**config.mk**
```make
export PLATFORM = sky130hd
export DESIGN_NAME = biu_bus_sequencer
export DESIGN_NICKNAME = d
export VERILOG_FILES = /design/src/rtl/biu_bus_sequencer.sv
export SDC_FILE = /design/constraint.sdc
export NUM_CORES = 1
export LEC_CHECK = 0
export ABC_AREA = 0
export CAP_MARGIN = 20
export CORE_ASPECT_RATIO = 1.1
export CORE_UTILIZATION = 45
export CTS_CLUSTER_SIZE = 24
export DETAILED_ROUTE_END_ITERATION = 8
export PLACE_DENSITY_LB_ADDON = 0.08
export SYNTH_ARGS = -nofsm -noshare
export SYNTH_HDL_FRONTEND = slang
export SYNTH_SLANG_ARGS = --single-unit
```
**constraint.sdc**
```tcl
create_clock -name CLK -period 10.06 [get_ports CLK]
set_input_delay 2.012 -clock CLK [delete_from_list [all_inputs] [get_ports CLK]]
set_output_delay 2.012 -clock CLK [all_outputs]
set_load 0.01 [all_outputs]
```
**src/rtl/biu_bus_sequencer.sv**
```systemverilog
// ---------------------------------------------------------------------------
// biu_bus_sequencer
//
// Bus-interface sequencer shared by the instruction-fetch unit (IF) and the
// execution unit (EU). It arbitrates the two requesters and drives the GenDir
// address-generator controls. It latches the GenDir DIR result as the bus
// address and runs a T1-T4 bus cycle with READY-driven wait states. Read data
// is returned with a one-cycle acknowledge.
//
// Parameters
//   TIMEOUT_CYC  maximum TW cycles before a forced T4. Only meaningful when
//                the BUS_TIMEOUT_EN macro is defined.
//
// Optional feature (macro BUS_TIMEOUT_EN)
//   defined   : a wait-state watchdog aborts the cycle after TIMEOUT_CYC TW
//               cycles. ACK then pulses with ERR=1, and reads return 16'hFFFF.
//   undefined : TW persists until READY=1, and ERR is tied low.
//
// Ports
//   CLK, RST          clock (rising edge); asynchronous active-high reset
//   IF_REQ / IF_ACK   fetch request (level) / done pulse (also the IP strobe)
//   EU_REQ / EU_ACK   data request (level) / done pulse
//   EU_WR             1 = write, 0 = read
//   EU_SEG_SEL, EU_M1_SEL, EU_M2_SEL, EU_DESP, EU_WDATA
//                     EU access descriptor, captured at grant
//   RDATA             read data, valid in the ACK cycle
//   GD_OP, GD_SEG_SEL, GD_M1_SEL, GD_M2_SEL, GD_DESP
//                     registered GenDir controls
//   GD_DIR            GenDir 20-bit result
//   ADDR, ALE, RD_N, WR_N, DOUT, DIN, READY
//                     external memory bus
//   BUSY              high whenever the sequencer is not idle
//   ERR               timeout flag, pulses together with ACK
// ---------------------------------------------------------------------------
module biu_bus_sequencer #(
    parameter int unsigned TIMEOUT_CYC = 16
) (
    input  logic        CLK,
    input  logic        RST,
    input  logic        IF_REQ,
    output logic        IF_ACK,
    input  logic        EU_REQ,
    input  logic        EU_WR,
    input  logic [1:0]  EU_SEG_SEL,
    input  logic [2:0]  EU_M1_SEL,
    input  logic [2:0]  EU_M2_SEL,
    input  logic [15:0] EU_DESP,
    input  logic [15:0] EU_WDATA,
    output logic        EU_ACK,
    output logic [15:0] RDATA,
    output logic        GD_OP,
    output logic [1:0]  GD_SEG_SEL,
    output logic [2:0]  GD_M1_SEL,
    output logic [2:0]  GD_M2_SEL,
    output logic [15:0] GD_DESP,
    input  logic [19:0] GD_DIR,
    output logic [19:0] ADDR,
    output logic        ALE,
    output logic        RD_N,
    output logic        WR_N,
    output logic [15:0] DOUT,
    input  logic [15:0] DIN,
    input  logic        READY,
    output logic        BUSY,
    output logic        ERR
);

    typedef enum logic [2:0] {
        S_IDLE,
        S_T1,
        S_T2,
        S_T3,
        S_TW,
        S_T4
    } state_t;

    typedef enum logic {
        OWN_IF,
        OWN_EU
    } owner_t;

    // GenDir selector code for the "zero" input
    localparam logic [2:0] SEL_ZERO = 3'd5;

    state_t      state;
    state_t      state_nx;
    // Current bus owner; it doubles as the last-grant record for round-robin.
    owner_t      owner;
    logic        wr_q;
    logic [15:0] wdata_q;

    logic        grant_if;
    logic        grant_eu;
    logic        strobe_phase;
    logic        abort;
    logic        cycle_end;

    // -----------------------------------------------------------------------
    // Arbitration. In T4 the requester being acknowledged still holds its
    // REQ, so only the other requester may be granted back-to-back.
    // -----------------------------------------------------------------------
    always_comb begin
        grant_if = 1'b0;
        grant_eu = 1'b0;
        if (state == S_IDLE) begin
            if (IF_REQ && EU_REQ) begin
                if (owner == OWN_IF) begin
                    grant_eu = 1'b1;
                end else begin
                    grant_if = 1'b1;
                end
            end else if (IF_REQ) begin
                grant_if = 1'b1;
            end else if (EU_REQ) begin
                grant_eu = 1'b1;
            end
        end else if (state == S_T4) begin
            if (owner == OWN_EU) begin
                grant_if = IF_REQ;
            end else begin
                grant_eu = EU_REQ;
            end
        end
    end

    assign strobe_phase = (state == S_T3) || (state == S_TW);
    // Last strobe cycle: READY accepted, or the watchdog expired
    assign cycle_end    = strobe_phase && (READY || abort);

    // -----------------------------------------------------------------------
    // Next-state logic
    // -----------------------------------------------------------------------
    always_comb begin
        state_nx = state;
        unique case (state)
            S_IDLE: begin
                if (grant_if || grant_eu) begin
                    state_nx = S_T1;
                end
            end
            S_T1: state_nx = S_T2;
            S_T2: state_nx = S_T3;
            S_T3, S_TW: begin
                if (cycle_end) begin
                    state_nx = S_T4;
                end else begin
                    state_nx = S_TW;
                end
            end
            S_T4: begin
                if (grant_if || grant_eu) begin
                    state_nx = S_T1;
                end else begin
                    state_nx = S_IDLE;
                end
            end
            default: state_nx = S_IDLE;
        endcase
    end

    // -----------------------------------------------------------------------
    // State register, grant capture, address / data registers
    // -----------------------------------------------------------------------
    always_ff @(posedge CLK or posedge RST) begin
        if (RST) begin
            state      <= S_IDLE;
            owner      <= OWN_IF;
            wr_q       <= 1'b0;
            wdata_q    <= '0;
            GD_OP      <= 1'b0;
            GD_SEG_SEL <= '0;
            GD_M1_SEL  <= SEL_ZERO;
            GD_M2_SEL  <= SEL_ZERO;
            GD_DESP    <= '0;
            ADDR       <= '0;
            DOUT       <= '0;
            RDATA      <= '0;
        end else begin
            state <= state_nx;

            if (grant_if) begin
                owner      <= OWN_IF;
                wr_q       <= 1'b0;
                GD_OP      <= 1'b0;
                GD_SEG_SEL <= '0;
                GD_M1_SEL  <= SEL_ZERO;
                GD_M2_SEL  <= SEL_ZERO;
                GD_DESP    <= '0;
            end else if (grant_eu) begin
                owner      <= OWN_EU;
                wr_q       <= EU_WR;
                wdata_q    <= EU_WDATA;
                GD_OP      <= 1'b1;
                GD_SEG_SEL <= EU_SEG_SEL;
                GD_M1_SEL  <= EU_M1_SEL;
                GD_M2_SEL  <= EU_M2_SEL;
                GD_DESP    <= EU_DESP;
            end

            // GenDir has settled during T1
            if (state == S_T1) begin
                ADDR <= GD_DIR;
                if (wr_q) begin
                    DOUT <= wdata_q;
                end
            end

            if (cycle_end && !wr_q) begin
                RDATA <= abort ? 16'hFFFF : DIN;
            end
        end
    end

    // -----------------------------------------------------------------------
    // Optional wait-state watchdog
    // -----------------------------------------------------------------------
`ifdef BUS_TIMEOUT_EN
    localparam int unsigned CW = $clog2(TIMEOUT_CYC + 1);

    logic [CW-1:0] to_cnt;
    logic          err_q;

    // Fires in the TIMEOUT_CYC-th TW cycle; READY=1 in that cycle still wins.
    assign abort = (state == S_TW) && !READY
                   && (to_cnt == CW'(TIMEOUT_CYC - 1));

    always_ff @(posedge CLK or posedge RST) begin
        if (RST) begin
            to_cnt <= '0;
            err_q  <= 1'b0;
        end else begin
            if (state == S_T2) begin
                to_cnt <= '0;
            end else if (state == S_TW) begin
                to_cnt <= to_cnt + 1'b1;
            end
            if (cycle_end) begin
                err_q <= abort;
            end
        end
    end

    assign ERR = (state == S_T4) && err_q;
`else
    assign abort = 1'b0;
    assign ERR   = 1'b0;
`endif

    // -----------------------------------------------------------------------
    // Bus strobes and handshakes, decoded from the state register
    // -----------------------------------------------------------------------
    assign BUSY   = (state != S_IDLE);
    assign ALE    = (state == S_T2);
    assign RD_N   = !(strobe_phase && !wr_q);
    assign WR_N   = !(strobe_phase && wr_q);
    assign IF_ACK = (state == S_T4) && (owner == OWN_IF);
    assign EU_ACK = (state == S_T4) && (owner == OWN_EU);

endmodule

```
==> summary.md <==
| Metric | Value |
|---|---|
| Syn nets | 329 |
| Initial Utilization | between 40% and 50% |
| Setup TNS | 0 ns |
| Cell area after layout | between 5000 and 6000 um2 |
| Worst-Margin Slew | around 1.0 ns |
| Area of the multi-input gates | 1230 um2 |
| Switching pwr | 556 uW |
| TritonCTS clock tree | done |
| Critical Path Fanout Max | 11 |
| Max-slew violations | 0 |
| Layout Cells excl Fill | 522 |
| Clock power frac | between 10 and 15% |
| Skew-Pair Late Insertion Delay | 0.36 ns |
| H-Tree Depth | 3 |
| HP Start | GD_M2_SEL[0]$_DFFE_PP1P_ |
| Post-synthesis cell count | about 250 |
| Vias/cell | between 4 and 5 |
| Core Util, Final | a little under three quarters |
| Seq/Total Area, Yosys | a little under two thirds |
| Rows | 34 |
| Max-cap violations | 0 |
| Die area | roughly 8800 um2 |
| Remaining routing DRC violations | 0 |
| Post-CTS Resized | 0 |
| Antenna Violating Nets Remaining | 0 |
| Die width | around 90 um |
| Fin crit share | approximately two fifths |
| Hold Crit Class | reg2reg |
| Total inserted antenna cells | 0 |
| #FFs+latches synth | between 90 and 100 |
| Overflow after GRT | 0 |
| Pre-CTS setup slack | a little under 6 ns |
| Worst Clk Skew | around 0.013 ns |
| GRT Util Overall | between 15 and 20% |
| Setup Crit Path Kind | reg2out |
| # hold bufs at CTS | 0 |
| Hold-critical path depth | 2 |
| Area of the core | just over 8000 um2 |
| Initial antenna violation count | 0 |
| FILL cells | 570 |
| Deepest clock path buffer count | 2 |
| Min Clock Period, post-route | ~4 ns |
| First-pass GRT wire length | approximately 13000 um |
| Clock sink count | 97 |
| Crit end category | output pin |
| Cell Area, Synth | approximately 3800 um2 |
| Average size of a mapped cell | ~15 um2 |
| Reg-to-Reg Start | state[2]$_DFFE_PP0P_ |
| IO buf count | around 160 |
| Cells on worst reg2reg path | 3 |
| Reg2reg setup slack | approximately 7.6 ns |
| Nets | 491 |
| WP data arrival | between 2 and 2.5 ns |
| Combinational fraction of design power | 46.3% |
| DR pass1 iterations | 4 |
| Routed wire length | about 8200 um |
| Dpl cells | 505 |
| Clock buffer count from CTS | 9 |
| Buffer count from post-CTS setup fixing | 0 |
| Vias in the first global route | ~2700 |
| Switching share of power | between 30% and 40% |
| Sequential share of power | between 30% and 40% |
| Worst r2r dst | RDATA[10]$_DFFE_PP0P_ |
| I/O Pins | 166 |
| Initial drt markers | 70 |
| Hold Crit Endpoint | GD_M2_SEL[0]$_DFFE_PP1P_ |
| Max IR drop VDD | ~0.13 mV |
| Power per Cell Area | about 310 nW/um2 |
| HPWL Detailed | between 5000 and 6000 um |
| RSZ-0062 raised after global routing | no |
| Final setup margin | 5.99 ns |
| Crit path required time | a little over 8 ns |
| DR vias | between 2000 and 3000 |
| Setup violators final | 0 |
| Largest net degree at the start of global routing | just under 90 |
| Final hold vios | 0 |
| Status | complete, no violations |
| Synth Warn # | 0 |
| RD Place Congestion | ~0.68 |
| Slew headroom | 30.8% |
| Synth-to-layout area growth | 50.3% |
| Post-DP Area | about 5500 um2 |
| Netlist cell types | 33 |
| Clock Pin Slew Worst Setup and Hold Paths | roughly 0.09 ns |
| Share of cells above drive strength 1 | between 20% and 30% |
| WL per Instance | 15.8 um |
| Root Buffer | clkbuf_8 |
| Power Internal | 1210 uW |
| Register area | between 2000 and 2500 um2 |
| Die Ht | ~100 um |
| CP Launch Type | register |
| Leakage | about 0.0025 uW |
| Fmax | 246 MHz |
-- layout make-up --
cell class	instances	area share [%]
inverter	12	0.831
clock inverter	7	1.25
multi-input combinational	122	21.6
sequential	97	42.5
clock buffer	9	2.16
timing repair buffer	167	29.3
tap	108	2.36
-- sequential cells by signal, summed over array words and instances (netlist names) --
name and cells:
wdata_q 16, owner 1, state 3, GD_SEG_SEL 2
wr_q 1, GD_DESP 16, RDATA 16, ADDR 20
DOUT 16, GD_M2_SEL 3, GD_M1_SEL 3
-- per-layer routing --
metal / wire length, um / vias to the layer above / GRT usage (%)
li1: - / 1193 / -
met1: 3450 / 1299 / 23.8
met2: 4130 / 95 / 32.2
met3: 492 / 16 / 4.78
met4: 180 / 0 / 8.58
met5: 0 / - / 0
-- synth_stat cells, drive strengths merged --
cell type	count	area, um2
dfrtp	93	2330
a22oi	4	30.0
nand3b	3	22.5
a22o	21	184
mux2i	1	10.0
dfstp	4	105
o211a	1	10.0
inv	12	45.0
a31oi	1	6.26
buf	9	73.8
or3b	1	11.3
xnor2	1	8.76
nand2b	2	12.5
and3b	1	10.0
nor2	4	15.0
clkbuf	7	26.3
a211oi	2	27.5
a41oi	1	8.76
o211ai	1	7.51
a21o	1	8.76
o32a	1	10.0
mux2	68	803
nand2	2	7.51
and2	1	6.26
nor3b	1	7.51
or2	2	12.5
or3	1	6.26
conb	1	3.75
-- worst max-delay path by stage --
| stage | endpoint | start |
|---|---|---|
| after floorplan | ADDR[0]$_DFFE_PP0N_ | RST |
| after global placement | wdata_q[8]$_DFFE_PP0P_ | IF_REQ |
| after detailed placement | wdata_q[1]$_DFFE_PP0P_ | IF_REQ |
| after CTS | WR_N | state[2]$_DFFE_PP0P_ |
| after global routing | WR_N | state[2]$_DFFE_PP0P_ |
| final | WR_N | state[2]$_DFFE_PP0P_ |
-- cells in the final DEF (no fill, tap or decap), types with 2 or more instances in the layout --
cell type	n
clkdlybuf4s50_1	164
dfrtp_1	93
mux2_2	58
a22o_1	21
inv_1	11
mux2_4	10
clkbuf_8	9
dfstp_2	4
nor2_1	4
a22oi_1	4
nand3b_1	3
clkinv_4	3
or2_2	2
nand2b_1	2
nand2_1	2
inv_6	2
buf_4	2
-- power by group through the flow --
stage | Clock [uW] | Sequential [uW] | Combinational, uW
after floorplan | 0 | 762 | 361
after global placement | 0 | 702 | 812
after detailed placement | 0 | 710 | 827
after CTS | 253 | 705 | 831
after global routing | 263 | 733 | 873
final | 244 | 703 | 817
-- cells by family (layout without fill, tap and decap cells) --
logic type	Yosys count	after routing	share of synthesized area [%]
flops	97	97	63.9
mux	69	69	21.4
compound gates	33	33	7.69
buf+inv	28	195	3.81
simple gates	18	18	2.92
other cells	1	1	0.0985
xor+xnor	1	1	0.230
-- critical path, cell delays in order, from the launching register on --
cell and delay [ns]:
dfrtp_1 0.57, or3b_4 0.45, nand2_1 0.11, nand2_1 0.06, clkdlybuf4s50_1 0.51
-- per-stage QoR --
| step | total power, uW | hold slack, ns |
|---|---|---|
| finish | 1760 | 0.477 |
| global route | 1870 | 0.489 |
| CTS | 1790 | 0.480 |
| detailed placement | 1540 | 0.461 |
| global placement | 1510 | 0.460 |
| floorplan | 1120 | 0.475 |
(Power assumes the default switching activity.)
